[config.mk]
export PLATFORM = sky130hd
export DESIGN_NAME = spi_slave
export DESIGN_NICKNAME = d
export VERILOG_FILES = /design/src/rtl/spi_pkg.sv /design/src/rtl/spi_sync_edge.sv /design/src/rtl/spi_slave.sv
export SDC_FILE = /design/constraint.sdc
export NUM_CORES = 1
export LEC_CHECK = 0
export CAP_MARGIN = 30
export CORE_MARGIN = 4
export CORE_UTILIZATION = 52
export DETAILED_ROUTE_END_ITERATION = 12
export GPL_TIMING_DRIVEN = 0
export PLACE_DENSITY = 0.83
export RECOVER_POWER = 25
export SLEW_MARGIN = 10
export SYNTH_ARGS = -nofsm -noshare
export SYNTH_HDL_FRONTEND = slang
export SYNTH_HIERARCHICAL = 1
export SYNTH_SLANG_ARGS = --single-unit
[constraint.sdc]
create_clock -name clk -period 1.6 [get_ports clk]
set_input_delay 0.32 -clock clk [delete_from_list [all_inputs] [get_ports clk]]
set_output_delay 0.32 -clock clk [all_outputs]
set_load 0.03 [all_outputs]
[src/rtl/spi_pkg.sv]
// Shared definitions for the SPI mode-0 slave front end.
//   - spi_state_e      : FSM states of the slave (idle / shifting a frame)
//   - DATA_WIDTH_DEF   : default SPI word width
//   - SYNC_STAGES_MIN  : smallest legal synchroniser depth
package spi_pkg;

    localparam int DATA_WIDTH_DEF  = 8;
    localparam int SYNC_STAGES_MIN = 2;

    typedef enum logic [0:0] {
        ST_IDLE  = 1'b0,
        ST_SHIFT = 1'b1
    } spi_state_e;

endpackage

[src/rtl/spi_sync_edge.sv]
// Multi-flop synchroniser for one asynchronous input, with an optional
// extra flop that provides single-cycle rise/fall strobes.
// Ports:
//   clk, rst   system clock, synchronous active-high reset
//   d_i        asynchronous input
//   q_o        synchronised level (STAGES clk edges of delay)
//   rise_o     1 for one cycle when q_o goes 0->1 (0 when EDGE_EN=0)
//   fall_o     1 for one cycle when q_o goes 1->0 (0 when EDGE_EN=0)
// STAGES must be at least spi_pkg::SYNC_STAGES_MIN.
module spi_sync_edge #(
    parameter int STAGES  = 2,
    parameter bit EDGE_EN = 1'b0
) (
    input  logic clk,
    input  logic rst,
    input  logic d_i,
    output logic q_o,
    output logic rise_o,
    output logic fall_o
);

    logic [STAGES-1:0] sync_q;

    // Synchroniser chain; the input enters at bit 0.
    always_ff @(posedge clk) begin
        if (rst) begin
            sync_q <= {STAGES{1'b0}};
        end else begin
            sync_q <= {sync_q[STAGES-2:0], d_i};
        end
    end

    assign q_o = sync_q[STAGES-1];

    // The edge strobes are combinational on the last synchroniser stage so
    // that a strobe is valid right after the edge that makes q_o change.
    generate
        if (EDGE_EN) begin : g_edge
            logic prev_q;

            // Previous value of the synchronised level, for edge detection.
            always_ff @(posedge clk) begin
                if (rst) begin
                    prev_q <= 1'b0;
                end else begin
                    prev_q <= sync_q[STAGES-1];
                end
            end

            assign rise_o = sync_q[STAGES-1] & ~prev_q;
            assign fall_o = ~sync_q[STAGES-1] & prev_q;
        end else begin : g_no_edge
            assign rise_o = 1'b0;
            assign fall_o = 1'b0;
        end
    endgenerate

endmodule

[src/rtl/spi_slave.sv]
// SPI mode-0 (CPOL=0, CPHA=0) slave front end, fully in the clk domain.
// SCK, CS_n and MOSI are oversampled; MOSI words are delivered as a
// one-cycle rx_valid strobe with rx_data, and a word from the core's TX
// holding buffer is serialised on MISO during the next word slot.
// Ports:
//   clk, rst     system clock, synchronous active-high reset
//   spi_sck      SPI clock (async, idles low)
//   spi_cs_n     chip select (async, active-low)
//   spi_mosi     serial in, MSB first
//   spi_miso     serial out, MSB first, 0 while not selected
//   rx_data      last complete received word (held)
//   rx_valid     one-cycle strobe, rx_data updated
//   tx_data      word for the next slot; captured when tx_load=1
//   tx_load      write tx_data into the holding buffer
//   tx_empty     holding buffer has no unsent word
//   busy         synchronised CS asserted (frame in progress)
//   frame_err    one-cycle strobe, CS released mid-word
// DATA_WIDTH must be at least 3.
module spi_slave import spi_pkg::*; #(
    parameter int DATA_WIDTH  = DATA_WIDTH_DEF,
    parameter int SYNC_STAGES = 2
) (
    input  logic                  clk,
    input  logic                  rst,
    input  logic                  spi_sck,
    input  logic                  spi_cs_n,
    input  logic                  spi_mosi,
    output logic                  spi_miso,
    output logic [DATA_WIDTH-1:0] rx_data,
    output logic                  rx_valid,
    input  logic [DATA_WIDTH-1:0] tx_data,
    input  logic                  tx_load,
    output logic                  tx_empty,
    output logic                  busy,
    output logic                  frame_err
);

    localparam int              DW       = DATA_WIDTH;
    localparam int              CW       = $clog2(DW);
    localparam logic [CW-1:0]   CNT_ZERO = {CW{1'b0}};
    localparam logic [CW-1:0]   CNT_ONE  = {{(CW-1){1'b0}}, 1'b1};
    localparam logic [CW-1:0]   CNT_LAST = CW'(DW - 1);

    // Synchronised pins.
    logic sck_s, sck_rise_s, sck_fall_s;
    logic cs_n_s, mosi_s;
    logic cs_rise_s, cs_fall_s, mosi_rise_s, mosi_fall_s;
    logic unused_sync_s;

    // State and datapath registers.
    spi_state_e      state_q,     state_d;
    logic [CW-1:0]   bit_cnt_q,   bit_cnt_d;
    logic [DW-2:0]   rx_shift_q,  rx_shift_d;
    logic [DW-1:0]   rx_data_q,   rx_data_d;
    logic            rx_valid_q,  rx_valid_d;
    logic [DW-1:0]   tx_shift_q,  tx_shift_d;
    logic [DW-1:0]   tx_buf_q,    tx_buf_d;
    logic            tx_empty_q,  tx_empty_d;
    logic            frame_err_q, frame_err_d;
    logic            busy_q,      busy_d;
    logic            miso_q,      miso_d;
    logic            armed_q,     armed_d;
    logic            reload_s;

    spi_sync_edge #(.STAGES(SYNC_STAGES), .EDGE_EN(1'b1)) u_sync_sck (
        .clk    (clk),
        .rst    (rst),
        .d_i    (spi_sck),
        .q_o    (sck_s),
        .rise_o (sck_rise_s),
        .fall_o (sck_fall_s)
    );

    spi_sync_edge #(.STAGES(SYNC_STAGES), .EDGE_EN(1'b0)) u_sync_cs (
        .clk    (clk),
        .rst    (rst),
        .d_i    (spi_cs_n),
        .q_o    (cs_n_s),
        .rise_o (cs_rise_s),
        .fall_o (cs_fall_s)
    );

    // MOSI goes through the same depth as SCK so the bit sampled on
    // sck_rise is the one the master presented before that SCK edge.
    spi_sync_edge #(.STAGES(SYNC_STAGES), .EDGE_EN(1'b0)) u_sync_mosi (
        .clk    (clk),
        .rst    (rst),
        .d_i    (spi_mosi),
        .q_o    (mosi_s),
        .rise_o (mosi_rise_s),
        .fall_o (mosi_fall_s)
    );

    assign unused_sync_s = &{sck_s, cs_rise_s, cs_fall_s, mosi_rise_s, mosi_fall_s};

    // Next-state logic: frame FSM, RX/TX shifters and the TX holding buffer.
    always_comb begin
        state_d     = state_q;
        bit_cnt_d   = bit_cnt_q;
        rx_shift_d  = rx_shift_q;
        rx_data_d   = rx_data_q;
        rx_valid_d  = 1'b0;
        tx_shift_d  = tx_shift_q;
        tx_buf_d    = tx_buf_q;
        tx_empty_d  = tx_empty_q;
        frame_err_d = 1'b0;
        reload_s    = 1'b0;
        // A CS that is already low when reset releases must not start a
        // frame: entry into SHIFT needs CS to have been seen high first.
        armed_d     = armed_q | cs_n_s;

        case (state_q)
            ST_IDLE: begin
                bit_cnt_d = CNT_ZERO;
                if (armed_q && !cs_n_s) begin
                    state_d  = ST_SHIFT;
                    reload_s = 1'b1;
                end else begin
                    state_d = ST_IDLE;
                end
            end
            ST_SHIFT: begin
                if (cs_n_s) begin
                    // Deselect wins over any SCK edge seen in the same cycle.
                    state_d   = ST_IDLE;
                    bit_cnt_d = CNT_ZERO;
                    if (bit_cnt_q != CNT_ZERO) begin
                        frame_err_d = 1'b1;
                    end else begin
                        frame_err_d = 1'b0;
                    end
                end else if (sck_rise_s) begin
                    rx_shift_d = {rx_shift_q[DW-3:0], mosi_s};
                    if (bit_cnt_q == CNT_LAST) begin
                        rx_data_d  = {rx_shift_q, mosi_s};
                        rx_valid_d = 1'b1;
                        bit_cnt_d  = CNT_ZERO;
                    end else begin
                        bit_cnt_d = bit_cnt_q + CNT_ONE;
                    end
                end else if (sck_fall_s) begin
                    // Falling edge after the last bit of a word starts the
                    // next word slot; otherwise present the next bit.
                    if (bit_cnt_q == CNT_ZERO) begin
                        reload_s = 1'b1;
                    end else begin
                        tx_shift_d = {tx_shift_q[DW-2:0], 1'b0};
                    end
                end else begin
                    state_d = ST_SHIFT;
                end
            end
            default: begin
                state_d   = ST_IDLE;
                bit_cnt_d = CNT_ZERO;
            end
        endcase

        // A reload always consumes the buffer's old contents (zeros if
        // nothing is pending); a load in the same cycle refills it.
        if (reload_s) begin
            tx_shift_d = tx_empty_q ? {DW{1'b0}} : tx_buf_q;
            tx_empty_d = 1'b1;
        end else begin
            tx_empty_d = tx_empty_q;
        end

        if (tx_load) begin
            tx_buf_d   = tx_data;
            tx_empty_d = 1'b0;
        end else begin
            tx_buf_d = tx_buf_q;
        end

        busy_d = (state_d == ST_SHIFT);
        miso_d = busy_d ? tx_shift_d[DW-1] : 1'b0;
    end

    // State and output registers.
    always_ff @(posedge clk) begin
        if (rst) begin
            state_q     <= ST_IDLE;
            bit_cnt_q   <= CNT_ZERO;
            rx_shift_q  <= {(DW-1){1'b0}};
            rx_data_q   <= {DW{1'b0}};
            rx_valid_q  <= 1'b0;
            tx_shift_q  <= {DW{1'b0}};
            tx_buf_q    <= {DW{1'b0}};
            tx_empty_q  <= 1'b1;
            frame_err_q <= 1'b0;
            busy_q      <= 1'b0;
            miso_q      <= 1'b0;
            armed_q     <= 1'b0;
        end else begin
            state_q     <= state_d;
            bit_cnt_q   <= bit_cnt_d;
            rx_shift_q  <= rx_shift_d;
            rx_data_q   <= rx_data_d;
            rx_valid_q  <= rx_valid_d;
            tx_shift_q  <= tx_shift_d;
            tx_buf_q    <= tx_buf_d;
            tx_empty_q  <= tx_empty_d;
            frame_err_q <= frame_err_d;
            busy_q      <= busy_d;
            miso_q      <= miso_d;
            armed_q     <= armed_d;
        end
    end

    assign spi_miso  = miso_q;
    assign rx_data   = rx_data_q;
    assign rx_valid  = rx_valid_q;
    assign tx_empty  = tx_empty_q;
    assign busy      = busy_q;
    assign frame_err = frame_err_q;

endmodule

==> results.sh <==
export IMPL_status="complete, no violations"
export IMPL_critPathLaunchType="flip-flop"
export IMPL_hold_ws_ns=0.448
export IMPL_rows=21
export IMPL_globalplace_congestion=0.779
export IMPL_diodes=0
export IMPL_clk_latency_ns=0.36
export IMPL_critical_path_required_ns=1.28
export IMPL_r2r_start="u_sync_cs/sync_q[1]$_SDFF_PP0_"
export IMPL_drt_iter0_markers=61
export IMPL_nets=247
export IMPL_coreArea_um2=3340
export IMPL_slowest_stage="dfxtp_1"
export IMPL_grt_max_degree=14
export IMPL_ir_drop_uv=738
export IMPL_grt_usage=0.162
export IMPL_ios=27
export IMPL_antenna_left=0
export IMPL_postLayoutCellArea_um2=2190
export IMPL_grt_pass1_vias=1273
export IMPL_leakagePower_nw=0.843
export IMPL_skew_ns=0.0112
export IMPL_drv_slew=0
export IMPL_fp_dieH_um=66.9
export IMPL_die_x_um=66.9
export IMPL_hold_depth=1
export IMPL_synthCells=197
export IMPL_crit_buf_inv=1
export IMPL_fin_crit_sh=0.950
export IMPL_hpwl_um=2330
export IMPL_overflow=0
export IMPL_placed_area_um2=2110
export IMPL_fmax_mhz=658
export IMPL_max_cap_violations=0
export IMPL_io_buffers=25
export IMPL_cts_root_buffer="clkbuf_4"
export IMPL_worstMarginPinSlew_ns=0.594
export IMPL_crit_start="tx_empty$_SDFFE_PP1P_"
export IMPL_cts_tree="built"
export IMPL_fin_crit_ns=1.52
export IMPL_start_util=0.540
export IMPL_maxSlewHeadroom=0.604
export IMPL_worstPathMaxFanout=9
export IMPL_drt_vias_per_instance=5.15
export IMPL_clkTransAtPathRegs_ns=0.12
export IMPL_drive_gt1_frac=0.118
export IMPL_dieArea_um2=4470
export IMPL_routedWlPerCell_um=12.1
export IMPL_fillers=297
export IMPL_critical_path_endpoint_type="output port"
export IMPL_cp_cell_sequence="clkdlybuf4s15_1"
export IMPL_numCtsBuffers=5
export IMPL_antenna_found_initial=0
export IMPL_netlist_area_um2=1800
export IMPL_cts_max_level=2
export IMPL_r2r_cells=5
export IMPL_path_depth=1
export IMPL_power_density_nw_per_um2=863
export IMPL_path_class="flip-flop to output port"
export IMPL_cp_top_family="flip-flops"
export IMPL_drc_errors=0
export IMPL_hold_viol=0
export IMPL_postSynthAreaPerCell_um2=9.15
export IMPL_syn_to_final_growth_pct=21.7
export IMPL_syn_nets=214
export IMPL_hp_start="u_sync_cs/sync_q[0]$_SDFF_PP0_"
export IMPL_cp_data_arrival_time_ns=1.20
export IMPL_firstDrtPassIters=4
export IMPL_ys_warn_count=6
export IMPL_cp_slowest_stage_delay_ns=0.45
export IMPL_cts_sinks=47
export IMPL_num_vias=1415
export IMPL_clock_path_buffers=2
export IMPL_wl_um=3330
export IMPL_report_final_setup_viol=0
export IMPL_hp_class="flip-flop to flip-flop"
export IMPL_grt_first_pass_wirelength_um=5570
==> state kept, by name, summed over array words and instances, names as in the netlist <==
register and cells:
busy 1, u_sync_sck/g_edge.prev_q 1, spi_miso 1, rx_data 8, tx_buf_q 8, u_sync_sck/sync_q 2, bit_cnt_q 3, u_sync_cs/sync_q 2
u_sync_mosi/sync_q 2, rx_valid 1, armed_q 1, tx_shift_q 8, tx_empty 1, frame_err 1, rx_shift_q 7
==> per-stage QoR <==
| stage | TNS [ns] | setup WS [ns] | instances | total power (W) | util |
|---|---|---|---|---|---|
| after floorplan | 0 | 0.0702 | 197 | 0.00135 | - |
| after global placement | -10.24 | -0.487 | 268 | 0.00141 | 0.633 |
| after detailed placement | -10.38 | -0.474 | 268 | 0.00142 | 0.633 |
| after CTS | 0 | 0.0413 | 273 | 0.00190 | 0.643 |
| after global routing | -0.00218 | -0.00190 | 275 | 0.00198 | 0.657 |
| final | 0 | 0.0805 | 275 | 0.00189 | 0.657 |
==> power breakdown <==
group / internal [W] / switching (W) / leakage [nW]
Clock: 0.000155 / 0.000339 / 0.0232
Combinational: 0.0000875 / 0.0000852 / 0.437
Sequential: 0.00120 / 0.0000215 / 0.383
==> cells in the final DEF, fill, tap and decap left out, types with 4 or more instances in the layout <==
| master | count |
|---|---|
| nand3_1 | 11 |
| clkbuf_4 | 5 |
| nor3_1 | 5 |
| nand2_1 | 31 |
| nor2b_1 | 9 |
| a311oi_1 | 4 |
| dfxtp_1 | 46 |
| dlygate4sd2_1 | 12 |
| nor2_1 | 18 |
| nand3b_1 | 6 |
| mux2i_1 | 9 |
| a21oi_1 | 21 |
| clkdlybuf4s50_1 | 11 |
==> layout make-up <==
cell class	count	area (um^2)	share of cell area
Multi-Input combinational cell	137	813	0.371
Clock buffer	5	37.5	0.0171
Tap cell	46	57.6	0.0262
Timing Repair Buffer	26	260	0.119
Inverter	3	11.3	0.00513
Buffer	10	63.8	0.0291
Clock inverter	1	7.51	0.00342
Sequential cell	47	942	0.430
==> timing repair <==
action                                  CTS  global route
cloned                                    0             2
hold buffers                              0             0
resized for setup                        17             7
pin swaps                                 0             1
endpoints found under the setup margin   42            17
setup buffers                             0             0
==> worst paths after layout <==
check	endpoint	slack (ns)
worst min-delay path	u_sync_cs/sync_q[1]$_SDFF_PP0_	0.45
worst max-delay path	tx_empty	0.08
worst max register to register	tx_shift_q[6]$_SDFFE_PP0P_	0.12
worst min register to register	u_sync_cs/sync_q[1]$_SDFF_PP0_	0.45
==> routing by layer <==
| layer | global-route usage | vias to the layer above | routed length [um] | share of wire |
|---|---|---|---|---|
| met1 | 0.211 | 636 | 1600 | 0.48 |
| met3 | 0.0556 | 4 | 218 | 0.066 |
| met2 | 0.244 | 41 | 1480 | 0.45 |
| met5 | 0 | - | 0 | 0 |
| met4 | 0.0658 | 0 | 27 | 0.0081 |
| li1 | - | 734 | - | - |
Power figures use the tool's default switching activity.
